<file path="src/rtl/mem_port_arbiter.sv">
// Shares one unified instruction/data memory between the CPU and the program loader.
// Round-robin arbitration with a loader burst lock; one fixed-latency registered access at a time.
module mem_port_arbiter #(
    parameter int WIDTH   = 32,
    parameter int MEM_LAT = 2,
    parameter int CNT_W   = 4
) (
    input  logic             clk,
    input  logic             rst,
    input  logic             cpu_req,
    input  logic             cpu_we,
    input  logic [WIDTH-1:0] cpu_addr,
    input  logic [WIDTH-1:0] cpu_wdata,
    output logic [WIDTH-1:0] cpu_rdata,
    output logic             cpu_ack,
    output logic             cpu_err,
    output logic             cpu_stall,
    input  logic             ld_req,
    input  logic             ld_we,
    input  logic [WIDTH-1:0] ld_addr,
    input  logic [WIDTH-1:0] ld_wdata,
    output logic [WIDTH-1:0] ld_rdata,
    output logic             ld_ack,
    output logic             ld_err,
    input  logic             ld_lock,
    output logic             mem_en,
    output logic             mem_we,
    output logic [WIDTH-1:0] mem_addr,
    output logic [WIDTH-1:0] mem_wdata,
    input  logic [WIDTH-1:0] mem_rdata
);

    typedef enum logic [1:0] {IDLE, ACCESS, RESP, ERR} state_t;

    localparam logic [CNT_W-1:0] CNT_INIT = CNT_W'(MEM_LAT - 1);

    state_t           state, state_nxt;
    logic             last_ld;     // last grant went to the loader
    logic             gnt_ld_q;    // current transaction belongs to the loader
    logic             we_q;
    logic [WIDTH-1:0] addr_q, wdata_q, rdata_q;
    logic [CNT_W-1:0] cnt;

    logic             any_req, grant_ld, sel_we;
    logic [WIDTH-1:0] sel_addr, sel_wdata;

    // Tie goes to whoever did not win last time, unless the loader holds the lock.
    assign any_req   = cpu_req | ld_req;
    assign grant_ld  = ld_req & (~cpu_req | ~last_ld | ld_lock);
    assign sel_we    = grant_ld ? ld_we    : cpu_we;
    assign sel_addr  = grant_ld ? ld_addr  : cpu_addr;
    assign sel_wdata = grant_ld ? ld_wdata : cpu_wdata;

    // NOTE: registered state uses non-blocking assignments so every flop samples
    // pre-edge values; the async reset clears state instantly, which also drops
    // the combinational memory strobes without waiting for a clock edge.
    always_ff @(posedge clk or posedge rst) begin
        if (rst) begin
            state    <= IDLE;
            last_ld  <= 1'b1;
            gnt_ld_q <= 1'b0;
            we_q     <= 1'b0;
            addr_q   <= '0;
            wdata_q  <= '0;
            rdata_q  <= '0;
            cnt      <= '0;
        end else begin
            state <= state_nxt;
            case (state)
                IDLE: begin
                    if (any_req) begin
                        gnt_ld_q <= grant_ld;
                        last_ld  <= grant_ld;
                        we_q     <= sel_we;
                        addr_q   <= sel_addr;
                        wdata_q  <= sel_wdata;
                        cnt      <= CNT_INIT;
                    end
                end
                ACCESS: begin
                    if (cnt == '0) begin
                        rdata_q <= we_q ? '0 : mem_rdata;
                    end else begin
                        cnt <= cnt - 1'b1;
                    end
                end
                default: ;
            endcase
        end
    end

    // NOTE: every output and next-state variable gets a default before the case,
    // so no path through this block can leave one unassigned and infer a latch.
    always_comb begin
        state_nxt = state;
        mem_en    = 1'b0;
        mem_we    = 1'b0;
        mem_addr  = '0;
        mem_wdata = '0;
        cpu_ack   = 1'b0;
        cpu_err   = 1'b0;
        cpu_rdata = '0;
        ld_ack    = 1'b0;
        ld_err    = 1'b0;
        ld_rdata  = '0;
        case (state)
            IDLE: begin
                if (any_req) begin
                    state_nxt = (sel_addr[1:0] == 2'b00) ? ACCESS : ERR;
                end
            end
            ACCESS: begin
                mem_en    = 1'b1;
                // Strobe only on the first access cycle so a write lands once.
                mem_we    = we_q & (cnt == CNT_INIT);
                mem_addr  = addr_q;
                mem_wdata = wdata_q;
                if (cnt == '0) begin
                    state_nxt = RESP;
                end
            end
            RESP: begin
                state_nxt = IDLE;
                if (gnt_ld_q) begin
                    ld_ack   = 1'b1;
                    ld_rdata = rdata_q;
                end else begin
                    cpu_ack   = 1'b1;
                    cpu_rdata = rdata_q;
                end
            end
            ERR: begin
                state_nxt = IDLE;
                if (gnt_ld_q) begin
                    ld_ack = 1'b1;
                    ld_err = 1'b1;
                end else begin
                    cpu_ack = 1'b1;
                    cpu_err = 1'b1;
                end
            end
            default: state_nxt = IDLE;
        endcase
    end

    assign cpu_stall = cpu_req & ~cpu_ack;

endmodule

</file>
<file path="config.mk">
export PLATFORM = sky130hd
export DESIGN_NAME = mem_port_arbiter
export DESIGN_NICKNAME = d
export VERILOG_FILES = /design/src/rtl/mem_port_arbiter.sv
export SDC_FILE = /design/constraint.sdc
export NUM_CORES = 1
export LEC_CHECK = 0
export ABC_AREA = 1
export BUFFER_PORTS_ARGS = -buffer_cell sky130_fd_sc_hd__buf_2
export CAP_MARGIN = 25
export CELL_PAD_IN_SITES_DETAIL_PLACEMENT = 1
export CELL_PAD_IN_SITES_GLOBAL_PLACEMENT = 2
export CORE_MARGIN = 3
export CORE_UTILIZATION = 25
export DETAILED_ROUTE_END_ITERATION = 8
export PLACE_DENSITY_LB_ADDON = 0.1
export SETUP_SLACK_MARGIN = 0.02
export SLEW_MARGIN = 20
export SYNTH_ARGS = -nofsm -noshare
export SYNTH_HDL_FRONTEND = slang
export SYNTH_SLANG_ARGS = --single-unit
export TNS_END_PERCENT = 1
</file>
<file path="constraint.sdc">
create_clock -name clk -period 9.1 [get_ports clk]
set_input_delay 1.82 -clock clk [delete_from_list [all_inputs] [get_ports clk]]
set_output_delay 1.82 -clock clk [all_outputs]
set_load 0.1 [all_outputs]
</file>
======== After elaboration in Yosys (flattened, before gate mapping) ========
Index checks and enable logic that the tools add are counted.
storage, ports and cells
  register bits after elaboration ......... 105
  input bits .............................. 167
  output and inout port bits .............. 135
operators by class
  $add $sub $neg .......................... 1
  equality and inequality tests ........... 7
  multiplexer cells ....................... 25
  bitwise operators ....................... 9
  reductions and logical operators ........ 9
operators with widths
  operator                                                             number
  32-bit two-way mux                                                   9
  1-bit two-way mux                                                    9
  4-bit two-way mux                                                    2
  4-bit case mux with 2 select lines                                   1
  2-bit two-way mux                                                    3
  2-bit inequality test (second input constant)                        3
  2-bit case mux with 3 select lines                                   1
  2-bit AND reduction                                                  3
  2-bit == test (second input constant)                                2
  4-bit by 1-bit == test with 1-bit output (second input constant)     1
  2-bit logical NOT                                                    2
  4-bit logical NOT                                                    1
  4-bit by 1-bit subtractor with 4-bit output (second input constant)  1
  1-bit bitwise AND                                                    3
  1-bit NOT                                                            3
  1-bit bitwise OR                                                     3
  3-bit AND reduction                                                  1
  2-bit by 1-bit == test with 1-bit output (second input constant)     1
  2-bit nonzero test                                                   1
  2-bit OR reduction                                                   1

======== Depth between registers and ports, before layout ========
  word-level depth ........................ 9
  mapped depth ............................ 9
  gate-level depth less buffers ........... 8

======== Worst setup path before layout ========
No wires, ideal clock.
  kind .................................... register to output
  start point ............................. register state[0]
  end point ............................... output mem_we
  data arrival time ....................... 3.423 ns
  required time ........................... 7.280 ns
  slack ................................... 3.857 ns
  stages on the path, launching flop included .. 7
  path buffers ............................ 2
  cells stage by stage .................... dfrtp_1 buf_4 inv_2 nor2_4 inv_2 buf_2 nor3_1
between the ends
  longest elaborated chain between the ends .. 2
RTL lines
  element                                   RTL line  RTL
  start, declared                           37        state_t state, state_nxt;
  start signal, assigned                    68        state <= state_nxt;
  2-bit by 1-bit == test with 1-bit output  106       case (state)
  1-bit two-way mux                         106
  end, declared                             27        output logic mem_we,
Every way passes these cells.

======== Final worst setup path ========
  start point ............................. register state[0]
  end point ............................... output mem_addr[10]
between the ends
  longest elaborated chain between the ends .. 2
RTL lines
  element                                   RTL line  RTL
  2-bit by 1-bit == test with 1-bit output  106
  32-bit two-way mux                        106
  end, declared                             28        output logic [WIDTH-1:0] mem_addr,
Every way passes these cells.

==> reports/metrics.cfg <==
[floorplanning]
io_pins=302
start_util_pct=25.55
die-area_um2=24210
die_height_um=155.6
row_count=54
core-area_um2=21890
die_w_um=155.6

[grt]
overflow=0
antenna_found_initial=5
first_global_vias=6122
grt.total_usage_pct=17.67
grt_pass1_wl_um=33940
grt_start_max_net_pins=70

[layout]
drive_above_1_share_pct=32.76
area_delta_synth_final_pct=35.92
filler_cell_count=2819
nets=1203

[synthesis]
synth-edff-count=0
syn_avg_cell_area_um2=7.275
ys_types=21
syn_inst=769
synth.net_count=939
yosysTopAreaCell=dfrtp_1
yosys_warnings=0
async_reset_ff_share_pct=100.0
synth_most_common_cell=nor2_1
netlist_top_cells_area=dfrtp_1 47%, a21oi_1 11%, nor2_1 9.3%
syn_area_um2=5594
yosysSeqAreaShare_pct=46.99
synth-main-ff-cell=dfrtp_1
synth_top_area_share_pct=46.52
ys_seq_elements=105
synth_common_cells=139 x nor2_1, 126 x a21oi_1, 106 x inv_1

[timing]
max_freq_ghz=0.2256
skew_ps=4.595
hold_violations=0
setup-violations-final=0
min_period_ps=4433
tightest_slew_ps=859.1
fin_crit_sh_pct=48.72
slew_headroom_pct=42.73
slew_violations=0
tns_ps=0
rsz0062_at_grt=no

[routing]
antenna_left=0
routedWlPerCell_um=16.64
routed_wl_um=22000
viasPerCell=4.528
firstDrtPassIters=4
route.vias.total=5986
drtIter0Drc=187
drcViolationCount=0

[critical_path]
ff2ff_setup_slack_ps=6400
path_max_fanout=68
crit_path_end_kind=output port
r2r_end=addr_q[26]
cp.arrival_ps=2610
reg2reg_from=state[0]
reg2regPathDepth=7
cp-start-kind=register
crit_type=reg -> out
critPathRequiredTime_ps=7280

[clock_network]
post-cts-setup-buffers=0
cts.sinks=105
cts_tree=yes
h-tree-depth=3
cts_hold_buffers=0
cts-root-buf=clkbuf_16
ctsResizeCount=0
cts_buffers=9
clk_path_buf_depth=2
clk_pin_slew_ps=70
clk_latency_ps=350

[min_path]
hold_end=last_ld
worstHoldStart=last_ld
holdPathStages=2
hold_class=reg -> reg

[place]
io_buffers=301
routabilityCongestion=0.7210
dp_hpwl_um=15000

[status]
status=finished, final reports clean

[run]
drv_cap=0

## cell usage in the layout (no fill, tap or decap), drive strengths merged
cell,netlist,layout
nor2,142,142
xor2,1,1
inv,110,110
nand2,80,80
a31oi,1,1
clkinvlp,0,1
nor3,66,66
dfstp,1,1
bufinv,0,2
clkbuf,31,11
o21ai,37,37
clkinv,0,2
ha,3,3
buf,27,311
diode,0,4
dfrtp,104,104
a21oi,126,126
nand3,40,40
## cell type report
cell class,count,area (um2),share of cell area [%]
inverters,110,415.4,5.463
clock inverters,5,77.57,1.020
well taps,280,350.3,4.608
flip-flops and latches,105,2630,34.59
repair buffers,311,1602,21.06
multi-input cells,496,2266,29.80
clock buffers,11,252.7,3.324
diodes,4,10.01,0.1316
## metrics by stage
stage,hold WS [ps],setup WS [ps],cell area [um2],cells,utilization (%)
after global placement,458.5,4634,7232,1301,33.04
final,475.9,4667,7604,1322,34.73
after floorplan,446.8,3857,5594,769,-
after global routing,513.7,4506,7601,1321,34.72
after detailed placement,462.2,4734,7263,1302,33.18
after CTS,474.6,4608,7594,1318,34.69
## sequential cells by signal, indices dropped and copies added (netlist names)
signal / cells
rdata_q: 32
state: 2
cnt: 4
last_ld: 1
we_q: 1
addr_q: 32
gnt_ld_q: 1
wdata_q: 32
## worst max-delay path, stage by stage, from the launching register on
cell and delay, ps:
dfrtp_2 800, inv_2 170, nor2_4 160, inv_2 40, buf_4 360, nor2_1 240
buf_2 460
## worst max-delay path by stage
| stage | start | end | slack, ps | cells after the start |
|---|---|---|---|---|
| floorplan | state[0] | mem_we | 3860 | 6 |
| global placement | state[0] | mem_we | 4630 | 6 |
| detailed placement | cpu_req | cpu_stall | 4730 | 4 |
| CTS | state[0] | mem_we | 4610 | 6 |
| global route | state[0] | mem_addr[10] | 4510 | 6 |
| finish | state[0] | mem_addr[10] | 4670 | 6 |
## cell families (layout without fill, tap and decap cells)
group                    after synthesis  count (layout)  share of synthesized area, %
AO/OA/AOI/OAI                        164             164                         14.76
other                                  0               4                             0
XOR/XNOR                               1               1                        0.1566
flip-flops                           105             105                         46.99
AND/OR/NAND/NOR                      328             328                         24.69
buffers and inverters                168             437                         12.73
adder cells (fa/ha/maj)                3               3                        0.6711
## metal layers
layer / part of all wire [%] / track usage (%)
met2: 47 / 28.47
met1: 43 / 22.61
met3: 8.1 / 5.215
met5: 0.095 / 0
met4: 2.2 / 6.419
Power is left out: the tool's default activity adds up to more than one toggle a clock period on the data nets, which glitch-free logic cannot reach.
